[config.mk]
export PLATFORM = sky130hd
export DESIGN_NAME = div_reconstruct_mul_8
export DESIGN_NICKNAME = d
export VERILOG_FILES = /design/src/rtl/div_recon_pkg.sv /design/src/rtl/div_recon_err_acc.sv /design/src/rtl/div_reconstruct_mul_8.sv
export SDC_FILE = /design/constraint.sdc
export NUM_CORES = 1
export LEC_CHECK = 0
export CORE_MARGIN = 2
export CORE_UTILIZATION = 25
export DETAILED_ROUTE_END_ITERATION = 12
export RECOVER_POWER = 25
export SYNTH_ARGS = -nofsm -noshare
export SYNTH_HDL_FRONTEND = slang
export SYNTH_SLANG_ARGS = --single-unit
export TNS_END_PERCENT = 100
[constraint.sdc]
create_clock -name clk -period 7.7 [get_ports clk]
set_clock_uncertainty 0.1 [all_clocks]
set_input_delay 1.54 -clock clk [delete_from_list [all_inputs] [get_ports clk]]
set_output_delay 1.54 -clock clk [all_outputs]
set_load 0.01 [all_outputs]
[src/rtl/div_recon_pkg.sv]
// rtl/div_recon_pkg.sv - shared widths and FSM encoding for the q*d+r reconstruction block
package div_recon_pkg;

  localparam int QW_DEF = 8;
  localparam int DW_DEF = 8;
  localparam int NW_DEF = 16;
  localparam int MSE_W  = 40;
  localparam int CNT_W  = 16;

  typedef enum logic [1:0] {
    IDLE = 2'd0,
    MUL  = 2'd1,
    CMP  = 2'd2,
    DONE = 2'd3
  } state_e;

endpackage

[src/rtl/div_recon_err_acc.sv]
// rtl/div_recon_err_acc.sv - absolute error, squared-error accumulator and sample counter
module div_recon_err_acc
  import div_recon_pkg::*;
#(
  parameter int NW = NW_DEF
) (
  input  logic             clk,
  input  logic             rst,
  input  logic             en,
  input  logic             clr,
  input  logic [NW-1:0]    n_ref,
  input  logic [NW-1:0]    n_val,
  output logic [NW-1:0]    err_abs,
  output logic [MSE_W-1:0] mse_acc,
  output logic [CNT_W-1:0] sample_cnt
);

  logic [NW-1:0]    err_q, err_d;
  logic [MSE_W-1:0] mse_q, mse_d;
  logic [CNT_W-1:0] cnt_q, cnt_d;
  logic [NW-1:0]    diff;
  logic [2*NW-1:0]  sq;
  logic [MSE_W:0]   sum;

  // Error measurement; a clear on the same cycle as an update discards the update.
  always_comb begin
    diff  = (n_ref >= n_val) ? (n_ref - n_val) : (n_val - n_ref);
    sq    = diff * diff;
    sum   = {1'b0, mse_q} + (MSE_W+1)'(sq);
    err_d = err_q;
    mse_d = mse_q;
    cnt_d = cnt_q;
    if (en) begin
      err_d = diff;
      mse_d = sum[MSE_W] ? {MSE_W{1'b1}} : sum[MSE_W-1:0];
      if (cnt_q != {CNT_W{1'b1}}) cnt_d = cnt_q + CNT_W'(1);
    end
    if (clr) begin
      mse_d = '0;
      cnt_d = '0;
    end
  end

  // Accumulator registers.
  always_ff @(posedge clk) begin
    if (rst) begin
      err_q <= '0;
      mse_q <= '0;
      cnt_q <= '0;
    end else begin
      err_q <= err_d;
      mse_q <= mse_d;
      cnt_q <= cnt_d;
    end
  end

  assign err_abs    = err_q;
  assign mse_acc    = mse_q;
  assign sample_cnt = cnt_q;

endmodule

[src/rtl/div_reconstruct_mul_8.sv]
// rtl/div_reconstruct_mul_8.sv - shift-and-add dividend rebuild n=q*d+r; RECON_ERR_ACC_EN adds error stats
module div_reconstruct_mul_8
  import div_recon_pkg::*;
#(
  parameter int QW = QW_DEF,
  parameter int DW = DW_DEF,
  parameter int NW = NW_DEF
) (
  input  logic             clk,
  input  logic             rst,
  input  logic             in_valid,
  output logic             in_ready,
  input  logic [QW-1:0]    q,
  input  logic [DW-1:0]    d,
  input  logic [DW-1:0]    r,
  input  logic [NW-1:0]    n_ref,
  output logic             out_valid,
  input  logic             out_ready,
  output logic [NW-1:0]    n_out,
  output logic [NW-1:0]    err_abs,
  output logic [MSE_W-1:0] mse_acc,
  output logic [CNT_W-1:0] sample_cnt,
  input  logic             acc_clr
);

  localparam int CW = (QW > 1) ? $clog2(QW) : 1;
  localparam logic [CW-1:0] CNT_LAST = CW'(QW - 1);

  state_e        state_q, state_d;
  logic [QW-1:0] q_sh_q, q_sh_d;
  logic [DW-1:0] dv_q, dv_d;
  logic [NW-1:0] acc_q, acc_d;
  logic [CW-1:0] cnt_q, cnt_d;
  logic          cmp_en;
`ifdef RECON_ERR_ACC_EN
  logic [NW-1:0] n_ref_q, n_ref_d;
`endif

  // Next-state, datapath update and handshake outputs.
  always_comb begin
    state_d   = state_q;
    q_sh_d    = q_sh_q;
    dv_d      = dv_q;
    acc_d     = acc_q;
    cnt_d     = cnt_q;
    in_ready  = 1'b0;
    out_valid = 1'b0;
    cmp_en    = 1'b0;
`ifdef RECON_ERR_ACC_EN
    n_ref_d   = n_ref_q;
`endif
    case (state_q)
      IDLE: begin
        in_ready = 1'b1;
        if (in_valid) begin
          q_sh_d  = q;
          dv_d    = d;
          acc_d   = NW'(r);
          cnt_d   = '0;
`ifdef RECON_ERR_ACC_EN
          n_ref_d = n_ref;
`endif
          state_d = MUL;
        end
      end
      MUL: begin
        // Always runs all QW iterations, even for zero operands.
        if (q_sh_q[0]) acc_d = acc_q + (NW'(dv_q) << cnt_q);
        q_sh_d = q_sh_q >> 1;
        cnt_d  = cnt_q + CW'(1);
        if (cnt_q == CNT_LAST) begin
`ifdef RECON_ERR_ACC_EN
          state_d = CMP;
`else
          state_d = DONE;
`endif
        end
      end
      CMP: begin
        cmp_en  = 1'b1;
        state_d = DONE;
      end
      DONE: begin
        out_valid = 1'b1;
        if (out_ready) state_d = IDLE;
      end
      default: state_d = IDLE;
    endcase
  end

  // State and datapath registers.
  always_ff @(posedge clk) begin
    if (rst) begin
      state_q <= IDLE;
      q_sh_q  <= '0;
      dv_q    <= '0;
      acc_q   <= '0;
      cnt_q   <= '0;
`ifdef RECON_ERR_ACC_EN
      n_ref_q <= '0;
`endif
    end else begin
      state_q <= state_d;
      q_sh_q  <= q_sh_d;
      dv_q    <= dv_d;
      acc_q   <= acc_d;
      cnt_q   <= cnt_d;
`ifdef RECON_ERR_ACC_EN
      n_ref_q <= n_ref_d;
`endif
    end
  end

  assign n_out = acc_q;

`ifdef RECON_ERR_ACC_EN
  div_recon_err_acc #(.NW(NW)) u_err_acc (
    .clk        (clk),
    .rst        (rst),
    .en         (cmp_en),
    .clr        (acc_clr),
    .n_ref      (n_ref_q),
    .n_val      (acc_q),
    .err_abs    (err_abs),
    .mse_acc    (mse_acc),
    .sample_cnt (sample_cnt)
  );
`else
  logic unused_inputs;
  assign unused_inputs = ^{n_ref, acc_clr, cmp_en};
  assign err_abs    = '0;
  assign mse_acc    = '0;
  assign sample_cnt = '0;
`endif

endmodule

After elaboration in Yosys (flattened, before gate mapping)
Index checks and enable logic that the tools add are counted.
W data, S select, Z words.
{ "op_classes": {"eq_ne": 8, "addsub": 2, "n_reduce_logical": 6, "n_shift": 1, "n_mux": 13} }
{ "ops": {"columns": ["cell", "count"], "rows": [
  ["$mux W16", 2],
  ["$pmux W16 S2", 1],
  ["$add A16 B16 Y16", 1],
  ["$pmux W8 S2", 1],
  ["$shl A8 B3 Y16", 1],
  ["$mux W8", 1],
  ["$ne A2 B2 Y1 const B", 4],
  ["$pmux W2 S4", 1],
  ["$mux W2", 3],
  ["$pmux W3 S2", 1],
  ["$reduce_and A3 Y1", 2],
  ["$eq A2 B2 Y1 const B", 2],
  ["$reduce_and A2 Y1", 2],
  ["$add A3 B1 Y3 const B", 1],
  ["$eq A3 B3 Y1 const B", 1],
  ["$mux W3", 1],
  ["$eq A2 B1 Y1 const B", 1],
  ["$logic_not A2 Y1", 1],
  ["$mux W1", 2],
  ["$reduce_bool A2 Y1", 1]
]} }
{ "totals": {"inputBits": 45, "wordCells": 35, "register_bits": 37} }

Logic depth before layout (Yosys ltp)
{ "depth": {"depth_word": 4, "ltp_mapped": 13, "depth_no_buf": 11} }

Least setup slack after synthesis
No wires, ideal clock.
{ "synth_path": {"kind": "register to register", "start": "register cnt_q[1]", "end": "register acc_q[11] (netlist: n_out[11])", "arrival_ps": 2800, "stages_incl_launch_ff": 12, "n_path_buf": 2, "path_slack_ps": 4683, "synth_period_minus_slack_ps": 3017, "setup_ps": 117, "path_cell_list": "dfxtp_1 > buf_2 > clkbuf_1 > mux2i_1 > mux2_2 > o22ai_1 > ha_1 > a21o_1 > a31oi_2 > a21oi_1 > or4_1 > a32o_1"} }
{ "synth_between": {"elab_chain_cells": 4} }
{ "synth_rtl": {"columns": ["element", "line_no", "source"], "rows": [
  ["start: declaration", "div_reconstruct_mul_8.sv:33", "logic [CW-1:0] cnt_q, cnt_d;"],
  ["start signal: assignment", "div_reconstruct_mul_8.sv:107", "cnt_q <= cnt_d;"],
  ["$shl A8 B3 Y16", "div_reconstruct_mul_8.sv:68", "if (q_sh_q[0]) acc_d = acc_q + (NW'(dv_q) << cnt_q);"],
  ["$add A16 B16 Y16", "div_reconstruct_mul_8.sv:68", null],
  ["$mux W16", "div_reconstruct_mul_8.sv:68", null],
  ["$pmux W16 S2", "div_reconstruct_mul_8.sv:52", "case (state_q)"],
  ["end signal: assignment", "div_reconstruct_mul_8.sv:97", "acc_q <= '0;"],
  ["end signal: assignment", "div_reconstruct_mul_8.sv:106", "acc_q <= acc_d;"],
  ["end: declaration", "div_reconstruct_mul_8.sv:32", "logic [NW-1:0] acc_q, acc_d;"]
]} }
No other way between the ends. The select of a mux whose other input is x is not followed.
A chain may end at the register's enable or synchronous reset.

Worst setup path in the final report
{ "layout_path": {"start": "input in_valid", "end": "register acc_q[15] (netlist: n_out[15])"} }
{ "layout_between": {"elab_chain_cells": 2} }
{ "layout_rtl": {"columns": ["element", "line_no", "source"], "rows": [
  ["start: declaration", "div_reconstruct_mul_8.sv:11", "input logic in_valid,"],
  ["$ne A2 B2 Y1 (no line)", null, null],
  ["$reduce_and A3 Y1 (no line)", null, null]
]} }
No other way between the ends.

==> flow_summary.json <==
{
  "status": "completed",
  "dr_wl_met3_um": 481,
  "antenna_found_initial": 0,
  "worstHoldPathType": "reg2reg",
  "synth_seq_cells": 37,
  "worst_pin_slew_ps": 676,
  "n_antenna_cell": 0,
  "dr.pass1.iters": 4,
  "hpwlAfterDp_um": 5520,
  "post_cts_resized": 0,
  "fin_nets": 486,
  "clkPwrFrac_pct": 28.5,
  "synth_top_area_cell": "dfxtp_1",
  "avgSynthCellArea_sq_um": 8.08,
  "syn_area_sq_mm": 0.00312,
  "finalCritPeriodShare_pct": 48.5,
  "relSlewSlack_pct": 54.6,
  "layout_common_cells": "conb_1 (72), clkdlybuf4s50_1 (44), nand2_1 (38), dfxtp_1 (37), nor2_1 (27)",
  "wl_per_cell_um": 11.8,
  "mostFrequentLayoutCell": "conb_1",
  "period_needed_ps": 3740,
  "numCtsBuffers": 5,
  "grt_usage_pct": 10.4,
  "top_layer": "met4",
  "ctsHoldBuffers": 0,
  "die-area_sq_mm": 0.0134,
  "first_global_vias": 2295,
  "synthCells": 386,
  "synth-edff-count": 0,
  "max_freq_ghz": 0.268,
  "insertion_delay_ps": 280,
  "crit_slowest_cell": "nor2b_1",
  "yosysTopAreaCellShare_pct": 23.8,
  "peakVddDrop_uv": 167,
  "coreArea_sq_mm": 0.0121,
  "yosys_most_used_dff": "dfxtp_1",
  "ios": 135,
  "setup_viol": 0,
  "rsz0062_at_grt": "no",
  "tns_ps": 0,
  "crit_fanout": 15,
  "cts.clk_slew.worst_paths_ps": 60,
  "cts_setup_buffers": 0,
  "drive_gt1_share_pct": 5.71,
  "power.density_mw_per_mm2": 227,
  "setup_ws_ps": 3960,
  "wl_um": 6910,
  "cpPeakStageDelay_ps": 620,
  "htreeDepth": 2,
  "arrival_ps": 3810,
  "cts_tree": "done",
  "wl_met1_um": 3150,
  "syn_to_final_growth_pct": 15.4,
  "dp_slack_ps": 3950,
  "die_w_um": 116,
  "cp.required_ps": 7770,
  "switching_share_pct": 36.8,
  "root_buffer": "clkbuf_16",
  "route.met2.wl_um": 3250,
  "leakagePower_nw": 1.44,
  "die_h_um": 116,
  "switchingPower_uw": 300,
  "async_reset_ff_share_pct": 0,
  "p_int_uw": 516,
  "maxCapViolations": 0,
  "start_util_pct": 25.7,
  "port-buffer-count": 45,
  "yosys_warnings": 0,
  "pwr-share-seq_pct": 32.5,
  "criticalPathCategory": "in2reg",
  "drt_iter0_drc": 149,
  "worstPathCellList": "dlygate4sd3_1 > mux2_1 > o21ai_2 > nor2b_1 > a221oi_1 > o311ai_0",
  "hold_violations": 0,
  "antenna_left": 0,
  "fin_hold_ws_ps": 372,
  "via_count": 2612,
  "ys_seq_area_share_pct": 23.8,
  "grt_pass1_wl_um": 11200,
  "row_count": 40,
  "netlist-cell-type-count": 55,
  "grt_max_degree": 34,
  "gp_congestion": 0.833,
  "vias_per_cell": 4.44,
  "cts_sinks": 37,
  "drcViolationCount": 0,
  "comb_power_share_pct": 39.0,
  "yosys-top-cells-area": "dfxtp_1 (24%), buf_4 (18%), ha_1 (8.4%)",
  "cts_buffer_depth": 2,
  "startpoint_type": "input port",
  "critPathBufInv": 1,
  "slew_viol_final": 0,
  "cp_top_family": "simple AND/OR/NAND/NOR gates",
  "end_kind": "flip-flop",
  "overflow": 0
}
==> power by group through the flow <==
stage / Combinational, mW / Sequential, mW / Clock (mW)
after floorplan: 0.269 / 0.257 / 0
after global placement: 0.314 / 0.268 / 0
after detailed placement: 0.322 / 0.270 / 0
after CTS: 0.324 / 0.266 / 0.238
after global routing: 0.359 / 0.271 / 0.245
final: 0.318 / 0.266 / 0.232
==> final cells by class <==
type | count | area (sq um)
multi-input combinational | 322 | 1990
clock buffer | 6 | 129
clock inverter | 2 | 38.8
timing repair buffer | 47 | 465
sequential | 37 | 741
tap | 168 | 210
fill | 1316 | 8510
inverter | 6 | 22.5
==> registers in the layout (all words and copies together) (netlist names) <==
signal and flops:
q_sh_q 8, state_q 2, cnt_q 3, dv_q 8
n_out 16
==> metal layers <==
metal,track usage (%),up-vias
li1,-,1297
met3,2.04,2
met2,17.0,99
met4,2.70,0
met5,0,-
met1,14.0,1214
==> worst reg2reg max path, cell delays in order (launching register included) <==
cell and delay [ps]:
dfxtp_1 680, mux2_2 420, o21ai_0 250, nor2_1 120, ha_1 380, a21oi_1 310
nand2_1 100, a221o_1 310, or3_1 350, a32o_1 240
==> final timing paths <==
kind / startpoint / endpoint / slack [ps] / cells past startpoint
hold / removal: dv_q[4]$_SDFFE_PP0P_ / dv_q[4]$_SDFFE_PP0P_ / 370 / 2
setup reg to reg: cnt_q[1]$_SDFFE_PP0P_ / n_out[13]$_SDFFE_PP0P_ / 4330 / 9
hold reg to reg: dv_q[4]$_SDFFE_PP0P_ / dv_q[4]$_SDFFE_PP0P_ / 370 / 2
setup / recovery: in_valid / n_out[15]$_SDFFE_PP0P_ / 3960 / 6
==> cells by family (layout without fill, tap and decap cells) <==
group	count (synthesis)	after routing	synth area share (%)
adder cells (fa/ha/maj)	22	22	9.07
buffers and inverters	98	61	20.7
XOR/XNOR	7	7	1.97
AND/OR/NAND/NOR	103	103	15.4
other	1	72	0.120
AO/OA/AOI/OAI	95	95	21.2
flip-flops	37	37	23.8
multiplexers	23	23	7.74
==> synthesized netlist by cell type, types with 2 or more instances <==
cell type,count
a211oi_1,9
a21o_1,3
a21oi_1,23
a21oi_2,3
a222oi_1,2
a22oi_1,9
a32o_1,3
and2_1,7
and3_1,2
buf_2,3
buf_4,73
clkbuf_1,15
dfxtp_1,37
ha_1,21
inv_1,6
mux2_2,5
mux2i_1,17
nand2_1,38
nand2b_1,3
nand3_1,7
nand4_1,4
nor2_1,27
nor3_1,5
nor3b_1,2
o211ai_1,2
o21a_1,3
o21ai_0,15
o21ai_2,2
o221a_2,2
o22ai_1,5
o31ai_1,3
or3_1,2
xnor2_1,6
==> through the flow <==
step	instance area, sq um	power [mW]	cells	utilization (%)
5_1_grt	3600	0.876	588	29.7
6_report	3600	0.816	588	29.7
3_5_place_dp	3440	0.592	580	28.4
2_1_floorplan	3380	0.526	457	-
4_1_cts	3600	0.828	588	29.8
3_3_place_gp	3440	0.582	580	28.4
Power figures use the tool's default switching activity.
